<file path="config.mk">
export PLATFORM = sky130hd
export DESIGN_NAME = uart_rx_fifo
export DESIGN_NICKNAME = d
export VERILOG_FILES = /design/src/rtl/uart_rx_fifo.sv
export SDC_FILE = /design/constraint.sdc
export NUM_CORES = 1
export LEC_CHECK = 0
export ABC_CLOCK_PERIOD_IN_PS = 3300
export CAP_MARGIN = 20
export CORE_UTILIZATION = 61
export CTS_CLUSTER_DIAMETER = 100
export DETAILED_ROUTE_END_ITERATION = 8
export GPL_TIMING_DRIVEN = 0
export PLACE_DENSITY = 0.76
export SYNTH_ARGS = -nofsm -noshare
export SYNTH_HDL_FRONTEND = slang
export SYNTH_SLANG_ARGS = --single-unit
</file>
<file path="constraint.sdc">
create_clock -name clk -period 3.3 [get_ports clk]
set_input_delay 0.66 -clock clk [delete_from_list [all_inputs] [get_ports clk]]
set_output_delay 0.66 -clock clk [all_outputs]
set_load 0.05 [all_outputs]
</file>
<file path="src/rtl/uart_rx_fifo.sv">
`default_nettype none
// ============================================================================
// Module      : uart_rx_fifo
// Description : 8N1 UART receiver feeding a first-word-fall-through FIFO.
//               The head byte is presented with valid/empty status; a byte
//               is consumed whenever m_in is high while the FIFO holds data.
// Revision    : 1.0 - initial release
// ============================================================================
module uart_rx_fifo #(
    parameter int CLK_PER_BIT = 868,
    parameter int DEPTH       = 16
) (
    input  logic       clk,
    input  logic       rstn,
    input  logic       rxd,
    input  logic       m_in,
    output logic [7:0] uart_in,
    output logic       uart_ok_in,
    output logic       empty,
    output logic       full,
    output logic       overflow,
    output logic       frame_err
);

    localparam int AW = $clog2(DEPTH);
    localparam int CW = $clog2(CLK_PER_BIT);

    localparam logic [CW-1:0] c_half_load = CW'(CLK_PER_BIT / 2 - 1);
    localparam logic [CW-1:0] c_full_load = CW'(CLK_PER_BIT - 1);
    localparam logic [AW:0]   c_depth     = (AW + 1)'(DEPTH);

    localparam logic [1:0] c_st_idle  = 2'd0;
    localparam logic [1:0] c_st_start = 2'd1;
    localparam logic [1:0] c_st_data  = 2'd2;
    localparam logic [1:0] c_st_stop  = 2'd3;

    // Synchroniser and edge-detect copy
    logic rx_meta_q, rx_s_q, rx_d_q;

    // Receiver state
    logic [1:0]    state_q,   state_d;
    logic [CW-1:0] baud_q,    baud_d;
    logic [2:0]    bit_idx_q, bit_idx_d;
    logic [7:0]    shift_q,   shift_d;
    logic          ferr_q,    ferr_d;
    logic          w_push;

    // FIFO state
    logic [7:0]    mem_q [DEPTH];
    logic [7:0]    mem_d [DEPTH];
    logic [AW-1:0] rd_ptr_q,  rd_ptr_d;
    logic [AW-1:0] wr_ptr_q,  wr_ptr_d;
    logic [AW:0]   count_q,   count_d;
    logic [7:0]    uart_in_q, uart_in_d;
    logic          ovf_q,     ovf_d;
    logic          w_empty, w_full, w_pop, w_wr_en;
    logic [AW-1:0] w_rd_next;

    // Two-flop synchroniser on rxd plus one delayed copy for falling-edge detection
    always_ff @(posedge clk or negedge rstn) begin
        if (!rstn) begin
            rx_meta_q <= 1'b1;
            rx_s_q    <= 1'b1;
            rx_d_q    <= 1'b1;
        end else begin
            rx_meta_q <= rxd;
            rx_s_q    <= rx_meta_q;
            rx_d_q    <= rx_s_q;
        end
    end

    // Receiver FSM: mid-bit sampling, LSB first, stop bit validates the byte
    always_comb begin
        state_d   = state_q;
        baud_d    = baud_q;
        bit_idx_d = bit_idx_q;
        shift_d   = shift_q;
        ferr_d    = 1'b0;
        w_push    = 1'b0;
        case (state_q)
            c_st_idle: begin
                if (rx_d_q && !rx_s_q) begin
                    baud_d  = c_half_load;
                    state_d = c_st_start;
                end
            end
            c_st_start: begin
                if (baud_q != '0) begin
                    baud_d = baud_q - CW'(1);
                end else if (!rx_s_q) begin
                    baud_d    = c_full_load;
                    bit_idx_d = 3'd0;
                    state_d   = c_st_data;
                end else begin
                    // Line back high at mid start bit: glitch, not a frame
                    state_d = c_st_idle;
                end
            end
            c_st_data: begin
                if (baud_q != '0) begin
                    baud_d = baud_q - CW'(1);
                end else begin
                    shift_d[bit_idx_q] = rx_s_q;
                    baud_d             = c_full_load;
                    if (bit_idx_q == 3'd7) begin
                        state_d = c_st_stop;
                    end else begin
                        bit_idx_d = bit_idx_q + 3'd1;
                    end
                end
            end
            c_st_stop: begin
                if (baud_q != '0) begin
                    baud_d = baud_q - CW'(1);
                end else begin
                    // A low stop bit drops the byte; IDLE then waits for a
                    // fresh falling edge so a held break flags only once.
                    if (rx_s_q) begin
                        w_push = 1'b1;
                    end else begin
                        ferr_d = 1'b1;
                    end
                    state_d = c_st_idle;
                end
            end
            default: state_d = c_st_idle;
        endcase
    end

    // Receiver registers
    always_ff @(posedge clk or negedge rstn) begin
        if (!rstn) begin
            state_q   <= c_st_idle;
            baud_q    <= '0;
            bit_idx_q <= '0;
            shift_q   <= '0;
            ferr_q    <= 1'b0;
        end else begin
            state_q   <= state_d;
            baud_q    <= baud_d;
            bit_idx_q <= bit_idx_d;
            shift_q   <= shift_d;
            ferr_q    <= ferr_d;
        end
    end

    // FIFO control: pop/push arbitration, overflow, and the registered head byte
    always_comb begin
        w_empty   = (count_q == '0);
        w_full    = (count_q == c_depth);
        w_pop     = m_in && !w_empty;
        // A simultaneous pop frees the slot, so a push while full is accepted then
        w_wr_en   = w_push && (!w_full || w_pop);
        w_rd_next = rd_ptr_q + AW'(1);

        mem_d = mem_q;
        if (w_wr_en) begin
            mem_d[wr_ptr_q] = shift_q;
        end

        rd_ptr_d = w_pop   ? w_rd_next : rd_ptr_q;
        wr_ptr_d = w_wr_en ? (wr_ptr_q + AW'(1)) : wr_ptr_q;
        count_d  = count_q + (AW + 1)'(w_wr_en) - (AW + 1)'(w_pop);
        ovf_d    = ovf_q || (w_push && w_full && !w_pop);

        // Head register tracks the entry that rd_ptr will point at next cycle;
        // when the FIFO drains it simply keeps its last value.
        uart_in_d = uart_in_q;
        if (w_wr_en && w_empty) begin
            uart_in_d = shift_q;
        end else if (w_pop) begin
            if (count_q > (AW + 1)'(1)) begin
                uart_in_d = mem_q[w_rd_next];
            end else if (w_wr_en) begin
                uart_in_d = shift_q;
            end
        end
    end

    // FIFO storage; contents need no reset since the head is held separately
    always_ff @(posedge clk) begin
        mem_q <= mem_d;
    end

    // FIFO pointers, occupancy, head byte and sticky overflow
    always_ff @(posedge clk or negedge rstn) begin
        if (!rstn) begin
            rd_ptr_q  <= '0;
            wr_ptr_q  <= '0;
            count_q   <= '0;
            uart_in_q <= '0;
            ovf_q     <= 1'b0;
        end else begin
            rd_ptr_q  <= rd_ptr_d;
            wr_ptr_q  <= wr_ptr_d;
            count_q   <= count_d;
            uart_in_q <= uart_in_d;
            ovf_q     <= ovf_d;
        end
    end

    assign uart_in    = uart_in_q;
    assign empty      = w_empty;
    assign full       = w_full;
    assign uart_ok_in = !w_empty;
    assign overflow   = ovf_q;
    assign frame_err  = ferr_q;

endmodule
`default_nettype wire

</file>
==> flow_summary.ini, run 1 <==
[outcome]
status = completed

[critical_path]
crit_path_max_incr_delay_ns = 0.59
reg2reg_setup_slack_ns = 0.26
critPathKind = reg2reg
critPathLaunchType = flop
required_ns = 3.61
path_cells = ha_1 > clkbuf_1 > clkbuf_1 > mux4_2 > mux2i_1 > mux2i_1 > mux2_2 > mux2_4
crit_family = multiplexers
worstPathMaxFanout = 10
critPathBufInv = 2
cp_data_arrival_time_ns = 3.35
cp-end-kind = flop
crit_slowest_cell = clkbuf_1

[synth]
synthArstFlopShare_pct = 27.7
post-synth-top-area-cell = edfxtp_1
yosysWarnings = 0
synth_top_cell_area_share_pct = 49.5
syn_area_per_cell_sq_um = 16.5
syn_inst = 470
synth_commonest_cells = 128 x edfxtp_1, 46 x dfrtp_1, 32 x mux4_2
syn_area_sq_um = 7760
synth_nets = 497
synth_area_leaders = edfxtp_1 50%, dfrtp_1 15%, mux4_2 9.3%, ha_1 3.5%, mux2i_1 3.1%
ys_ff_latch = 177
ys_seq_area_share_pct = 65.4
synth_flop_cell = edfxtp_1
yosysMostFrequentCell = edfxtp_1
synth_edf_count = 128
ys_types = 64

[global_route]
grt_util_met2_pct = 42.3
antenna_found_initial = 0
grt.busiest_layer = met2
grt_start_max_net_pins = 34
grt_util_met1_pct = 36.1
grt_usage_pct = 26.2
met3_usage_pct = 5.32
grt_pass1_wl_mm = 24.3
grt_pass1_vias = 4339
grt_overflow_total = 0

[sta]
rsz0062_at_grt = no
clock_skew_ns = 0.0102
setup_slack_ns = 0.258
fin_setup_tns_ns = 0
max-slew-margin-rel_pct = 38.4
finalCritPeriodShare_pct = 92.2
tightest_slew_ns = 0.920
fin_crit_ns = 3.04
fmax_ghz = 0.329
setup_viol = 0
finalHoldViolations = 0
report.final.slew_viol_count = 0

[pwr]
ir_drop_uv = 573
comb_power_share_pct = 36.1
power.switching_mw = 2.46
seqPwrFrac_pct = 36.9
power_mw = 7.39
p_int_mw = 4.93
switching_share_pct = 33.3
power_density_nw_per_um2 = 838
clockPowerShare_pct = 27.0
leakagePower_nw = 3.38

[routing]
firstDrtPassIters = 5
ant_nets = 0
remaining_drc_errors = 0
post_drt_wl_per_cell_um = 21.9
via_per_inst = 5.99
vias = 4153
drt-total-wl_mm = 15.2
initialDrtViolationCount = 387

[clocking]
cts_tree = done
root_buffer = clkbuf_16
clk_latency_ns = 0.43
clock-sinks = 177
numCtsBuffers = 17
cts_buffer_depth = 2
clk_pin_slew_ns = 0.06
htree_num_levels = 4
holdBufCountCts = 0

[worst_hold_path]
worst_hold_path_type = in2async

[die]
dieArea_sq_um = 13200
die_width_um = 115
initial_core_util_pct = 63.6
core_area_sq_um = 12200
fp.dieH_um = 115
ios = 17
rows = 40

[placement]
gp_congestion = 0.873
port_buffers = 16
place_ws_ns = -0.262
hpwlAfterDp_mm = 10.0

[run]
cap_violations = 0

[final_layout]
n_antenna_cell = 0
nets = 539
drive_above_1_share_pct = 22.9
syn2layout_area_growth_pct = 13.6
layer usage:
layer | vias up | wire, um | share of wire (%)
li1 | 1904 | - | -
met1 | 2092 | 6410 | 42
met2 | 137 | 7730 | 51
met3 | 20 | 843 | 5.5
met4 | 0 | 212 | 1.4
met5 | - | 0 | 0
repair_timing:
| item | CTS | global route |
|---|---|---|
| endpoints found under the hold margin | 0 | 0 |
| endpoints found under the setup margin | 1 | 5 |
| pin swaps | 1 | 0 |
| gates resized for setup | 0 | 1 |
| setup buffers | 2 | 0 |
cell families after synthesis:
logic type                 share of synthesized area, %
buffers and inverters                              2.03
and+or+nand+nor                                    6.13
DFF                                                65.4
muxes                                              16.2
AOI/OAI and AO/OA                                  5.19
xor gates and xnor gates                           1.24
adders and majority gates                          3.80
cell type report:
class | count | area [sq um]
Clock inverter | 8 | 60.1
Fill cell | 776 | 3390
Inverter | 21 | 81.3
Timing Repair Buffer | 24 | 223
Clock buffer | 24 | 546
Sequential cell | 177 | 5070
Buffer | 15 | 72.6
Tap cell | 168 | 210
Multi-Input combinational cell | 256 | 2550
per-stage QoR:
stage          cell area, sq um  std cells  util [%]  hold slack [ns]
6_report                   8820        693      72.2            0.158
5_1_grt                    8820        693      72.2            0.183
4_1_cts                    8810        693      72.1            0.153
3_5_place_dp               8190        659      67.0            0.348
3_3_place_gp               8150        654      66.7            0.346
2_1_floorplan              7780        470         -            0.345
power by group through the flow:
stage | Sequential [mW] | Clock [mW] | Combinational [mW]
after floorplan | 2.90 | 0 | 1.88
after global placement | 2.75 | 0 | 2.60
after detailed placement | 2.77 | 0 | 2.66
after CTS | 2.73 | 2.01 | 2.67
after global routing | 2.75 | 2.10 | 2.88
final | 2.73 | 1.99 | 2.67
sequential cells by signal, summed over array words and instances, names as in the netlist, named ones only:
| register | flops |
|---|---|
| mem_q | 128 |
| baud_q | 10 |
| shift_q | 8 |
| uart_in | 8 |
| count_q | 5 |
| rd_ptr_q | 4 |
| wr_ptr_q | 4 |
| bit_idx_q | 3 |
| frame_err | 1 |
| overflow | 1 |
| rx_d_q | 1 |
| rx_meta_q | 1 |
| rx_s_q | 1 |
| state_q | 1 |
cells in the final DEF (no fill, tap or decap), types with 7 or more instances in the layout:
cell type	count
clkbuf_16	20
a21oi_1	11
ha_1	22
nor3_1	12
mux2_4	8
mux4_2	32
edfxtp_1	128
buf_2	7
inv_1	20
nand2_1	21
clkbuf_1	7
dfrtp_1	46
o21ai_0	14
nor2_1	23
clkdlybuf4s50_1	15
xnor2_1	7
mux2i_1	24
mux2_2	16
final timing paths:
path                              end  cells past startpoint        start
setup / recovery           uart_in[5]                      8  rd_ptr_q[1]
hold / removal              baud_q[1]                      1         rstn
setup reg to reg           uart_in[5]                      8  rd_ptr_q[1]
hold reg to reg                rx_s_q                      0    rx_meta_q
max in group asynchronous      rx_d_q                      2         rstn
min in group clk               rx_s_q                      0    rx_meta_q
worst register-to-register path, stage by stage, from the launching register on:
cell and delay (ns):
dfrtp_1 0.41, ha_1 0.28, clkbuf_1 0.28, clkbuf_1 0.59
mux4_2 0.46, mux2i_1 0.26, mux2i_1 0.11, mux2_2 0.28
mux2_4 0.26
No activity file was read; power rests on OpenSTA's default activity.
==> inputs of run 2 (changes only) <==
Settings changed: SETUP_SLACK_MARGIN from default to 0.4.
==> run 2 against run 1 <==
Critical path depth shrank 4. Sequential share of layout area shrank 0.26 points. Largest cell class unchanged. Critical endpoint is now full. Cell count grew 0.14%. Largest power group is now combinational logic. Global-route usage shrank 0.86 points. Setup slack gained 0.21 ns.
==> flow_summary.ini, run 2 (synthesis results as in run 1) <==
[final_layout]
top_register = mem_q
layout_common_cells = 128 x edfxtp_1, 44 x dfrtp_1, 32 x mux4_2
final.fill_count = 795
mostFrequentLayoutCell = edfxtp_1
multiInputGateArea_sq_um = 2620
n_antenna_cell = 0
reg.largest.list = mem_q (128), baud_q (10)
largest_register_ffs = 128
stdcell_area_sq_um = 8860
postLayoutCoreUtil_pct = 72.6
seq_area_sq_um = 5080
syn2layout_area_growth_pct = 14.2
nets = 541
drive_above_1_share_pct = 25.1

[critical_path]
path_cells = inv_2 > ha_4 > nor4bb_4 > clkdlybuf4s50_1
required_ns = 2.64
rr_endpoint = uart_in[7]
ff2ff_path_depth = 8
cp_data_arrival_time_ns = 2.17
reg2reg_setup_slack_ns = 0.49
regToRegStartpoint = rd_ptr_q[1]
crit_start = count_q[2]
critPathKind = reg2out
crit_family = buffers and inverters
cp-endpoint = full
crit_path_max_incr_delay_ns = 0.86
crit_cells = 4
worstPathMaxFanout = 3
crit_slowest_cell = clkdlybuf4s50_1
critPathLaunchType = flop
critPathBufInv = 2
cp-end-kind = output pin

[sta]
finalHoldViolations = 0
finalCritPeriodShare_pct = 85.7
clock_skew_ns = 0.00697
fin_crit_ns = 2.83
rsz0062_at_grt = yes
fin_setup_tns_ns = 0
max-slew-margin-rel_pct = 42.3
fmax_ghz = 0.353
setup_viol = 0
setup_slack_ns = 0.471
tightest_slew_ns = 0.862
report.final.slew_viol_count = 0

[pwr]
clockPowerShare_pct = 25.6
leakagePower_nw = 3.36
power_mw = 7.42
ir_drop_uv = 609
p_int_mw = 4.96
power.switching_mw = 2.46
switching_share_pct = 33.2
power_density_nw_per_um2 = 837
seqPwrFrac_pct = 37.0
comb_power_share_pct = 37.4

[clocking]
clk_latency_ns = 0.42
cts_tree = done
holdBufCountCts = 0
root_buffer = clkbuf_16
clock-sinks = 177
clk_pin_slew_ns = 0.06
cts_buffer_depth = 2
numCtsBuffers = 17
htree_num_levels = 4

[die]
ios = 17
initial_core_util_pct = 63.6
dieArea_sq_um = 13200
die_width_um = 115
core_area_sq_um = 12200
fp.dieH_um = 115
rows = 40

[routing]
drt-total-wl_mm = 15.2
ant_nets = 0
wl_met2_mm = 7.41
vias = 4192
top_layer = met4
firstDrtPassIters = 5
post_drt_wl_per_cell_um = 21.9
wl_met1_mm = 6.69
routed-wl-met3_um = 936
remaining_drc_errors = 0
initialDrtViolationCount = 389
via_per_inst = 6.04

[global_route]
grt_pass1_wl_mm = 23.7
grt_overflow_total = 0
grt_start_max_net_pins = 27
antenna_found_initial = 0
grt_pass1_vias = 4208
grt_usage_pct = 25.3

[placement]
place_area_sq_um = 8260
port_buffers = 16
place_ws_ns = -0.303
hpwlAfterDp_mm = 10.1
gp_congestion = 0.880

[run]
cap_violations = 0

[outcome]
status = completed

[worst_hold_path]
worst_hold_path_type = in2async
==> run 2: per-stage QoR <==
step	std cells	hold slack, ns
after detailed placement	659	0.352
after CTS	691	0.260
final	694	0.254
after floorplan	470	0.345
after global placement	654	0.349
after global routing	694	0.296
==> run 2: final cells by class <==
cell class / instances / share of cell area (%)
well taps: 168 / 2.37
repair buffers: 25 / 2.63
multi-input cells: 256 / 29.6
inverters: 21 / 0.946
flip-flops and latches: 177 / 57.3
plain buffers: 16 / 0.974
clock buffers: 25 / 5.25
clock inverters: 6 / 0.960
==> run 2: what timing repair did <==
item	CTS	global route
gates resized for setup	8	7
endpoints found under the setup margin	136	120
setup buffers	1	2
pin swaps	1	5
==> run 2: worst min path at each step <==
| stage | startpoint | end | slack, ns | cells past startpoint |
|---|---|---|---|---|
| after floorplan | rx_meta_q | rx_s_q | 0.35 | 0 |
| after CTS | rstn | baud_q[0] | 0.26 | 1 |
| after global placement | rx_meta_q | rx_s_q | 0.35 | 0 |
| final | rstn | baud_q[0] | 0.25 | 1 |
| after detailed placement | rx_meta_q | rx_s_q | 0.35 | 0 |
| after global routing | rstn | baud_q[0] | 0.30 | 1 |
==> run 2: power groups by stage <==
stage	Clock, mW	Combinational (mW)	Sequential, mW
floorplan	0	1.92	2.91
global placement	0	2.66	2.76
detailed placement	0	2.72	2.78
CTS	1.92	2.75	2.74
global route	2.00	2.99	2.77
finish	1.90	2.77	2.74
==> run 2: routing by layer <==
layer,global-route usage (%),vias up
li1,-,1907
met1,35.9,2154
met2,39.6,116
met3,6.48,15
met4,7.10,0
met5,0,-
==> inputs of run 3 (changes only) <==
Settings changed: CORE_UTILIZATION 61 to 40, PLACE_DENSITY 0.76 to 0.65.
==> run 3 against run 2 <==
Fmax rose by 0.18%. Utilization fell by 25 points. Count of clock-buffer cells in the layout fell by 7. Register-to-register slack barely moved. Combinational power barely moved. Non-clock buffer count rose by 5. Routed wire length rose by 0.30%. Worst hold slack got worse by 0.14 ns. Critical path type is now reg2reg. Largest cell class unchanged. Largest power group unchanged. Highest routed layer unchanged.
==> flow_summary.ini, run 3 (synthesis results as in run 1) <==
[clocking]
numCtsBuffers = 17
clock-sinks = 177
htree_num_levels = 4
root_buffer = clkbuf_16
holdBufCountCts = 0
cts_tree = done
cts_buffer_depth = 2
clk_pin_slew_ns = 0.08
clk_latency_ns = 0.44

[outcome]
status = completed

[die]
rows = 50
dieArea_sq_um = 20000
die_width_um = 141
core_area_sq_um = 18900
ios = 17
fp.dieH_um = 141
initial_core_util_pct = 41.1

[sta]
fin_crit_ns = 2.82
finalHoldViolations = 0
finalCritPeriodShare_pct = 85.6
rsz0062_at_grt = yes
setup_viol = 0
fin_setup_tns_ns = 0
fmax_ghz = 0.354
report.final.slew_viol_count = 0
max-slew-margin-rel_pct = 23.4
clock_skew_ns = 0.0198
setup_slack_ns = 0.476
tightest_slew_ns = 1.15

[final_layout]
mostFrequentLayoutCell = edfxtp_1
largest_register_ffs = 128
layout_common_cells = 128 x edfxtp_1, 46 x dfrtp_1, 32 x mux4_2
top_register = mem_q
syn2layout_area_growth_pct = 16.7
n_antenna_cell = 0
drive_above_1_share_pct = 27.6
postLayoutCoreUtil_pct = 47.9
nets = 546
reg.largest.list = mem_q (128), baud_q (10)
final.fill_count = 1621
layout.cells.non_filler = 792

[routing]
remaining_drc_errors = 0
ant_nets = 0
via_per_inst = 5.22
vias = 4137
drt-total-wl_mm = 15.2
firstDrtPassIters = 4
initialDrtViolationCount = 236
post_drt_wl_per_cell_um = 19.2

[critical_path]
rr_endpoint = uart_in[1]
ff2ff_path_depth = 7
critPathKind = reg2reg
required_ns = 3.63
cp_data_arrival_time_ns = 3.16
critPathLaunchType = flop
crit_start = rd_ptr_q[1]
cp-end-kind = flop
cp-endpoint = uart_in[1]
regToRegStartpoint = rd_ptr_q[1]
worstPathMaxFanout = 10
reg2reg_setup_slack_ns = 0.48

[global_route]
antenna_found_initial = 0
grt_overflow_total = 0
grt_usage_pct = 16.4
grt_pass1_wl_mm = 24.0
grt_pass1_vias = 4287
grt_start_max_net_pins = 38

[placement]
port_buffers = 16
place_ws_ns = -0.266
placed_cells = 751
hpwlAfterDp_mm = 10.1
gp_congestion = 0.847

[pwr]
ir_drop_uv = 398
power_density_nw_per_um2 = 826
power_mw = 7.48
leakagePower_nw = 3.42

[worst_hold_path]
worst_hold_path_type = in2async

[run]
cap_violations = 0
-- run 3: how the worst min path moves through the flow --
stage / endpoint / slack (ns) / cells past startpoint
after floorplan: rx_s_q / 0.35 / 0
after global placement: rx_s_q / 0.35 / 0
after detailed placement: rx_s_q / 0.35 / 0
after CTS: uart_in[0] / 0.12 / 1
after global routing: uart_in[0] / 0.12 / 1
final: uart_in[0] / 0.11 / 1
-- run 3: critical path, stage by stage, from the launching register on --
cell,delay (ns)
dfrtp_1,0.41
ha_1,0.22
xor2_1,0.67
buf_4,0.35
mux2i_1,0.39
mux2i_1,0.12
mux2_2,0.30
mux2_4,0.25
-- run 3: per-stage QoR --
stage	hold WS (ns)	instance area, sq um
6_report	0.109	9060
5_1_grt	0.125	9060
4_1_cts	0.117	9000
3_5_place_dp	0.348	8370
3_3_place_gp	0.346	8330
2_1_floorplan	0.345	7840
-- run 3: metal layers --
| metal | part of all wire (%) | track usage, % | vias up |
|---|---|---|---|
| met5 | 0 | 0 | - |
| met4 | 1.4 | 5.26 | 0 |
| met3 | 3.5 | 3.54 | 14 |
| met2 | 50 | 27.4 | 76 |
| met1 | 45 | 21.4 | 2125 |
| li1 | - | - | 1922 |
-- run 3: power breakdown --
group | switching [mW] | internal [mW]
Combinational | 1.48 | 1.29
Clock | 0.903 | 1.07
Sequential | 0.189 | 2.55
Total | 2.57 | 4.91
-- run 3: what timing repair did --
item | 4_1_cts | 5_1_grt
endpoints found under the setup margin | 138 | 52
pin swaps | 1 | 5
gates resized for setup | 10 | 11
buffers inserted | 5 | 4
-- run 3: layout make-up --
cell class              count  area, sq um  share of cell area [%]
flip-flops and latches    177         5070                    56.0
multi-input cells         256         2640                    29.2
clock buffers              18          429                    4.74
well taps                 260          325                    3.59
repair buffers             30          272                    3.00
clock inverters            14          144                    1.59
plain buffers              16         86.3                   0.953
inverters                  21         83.8                   0.926
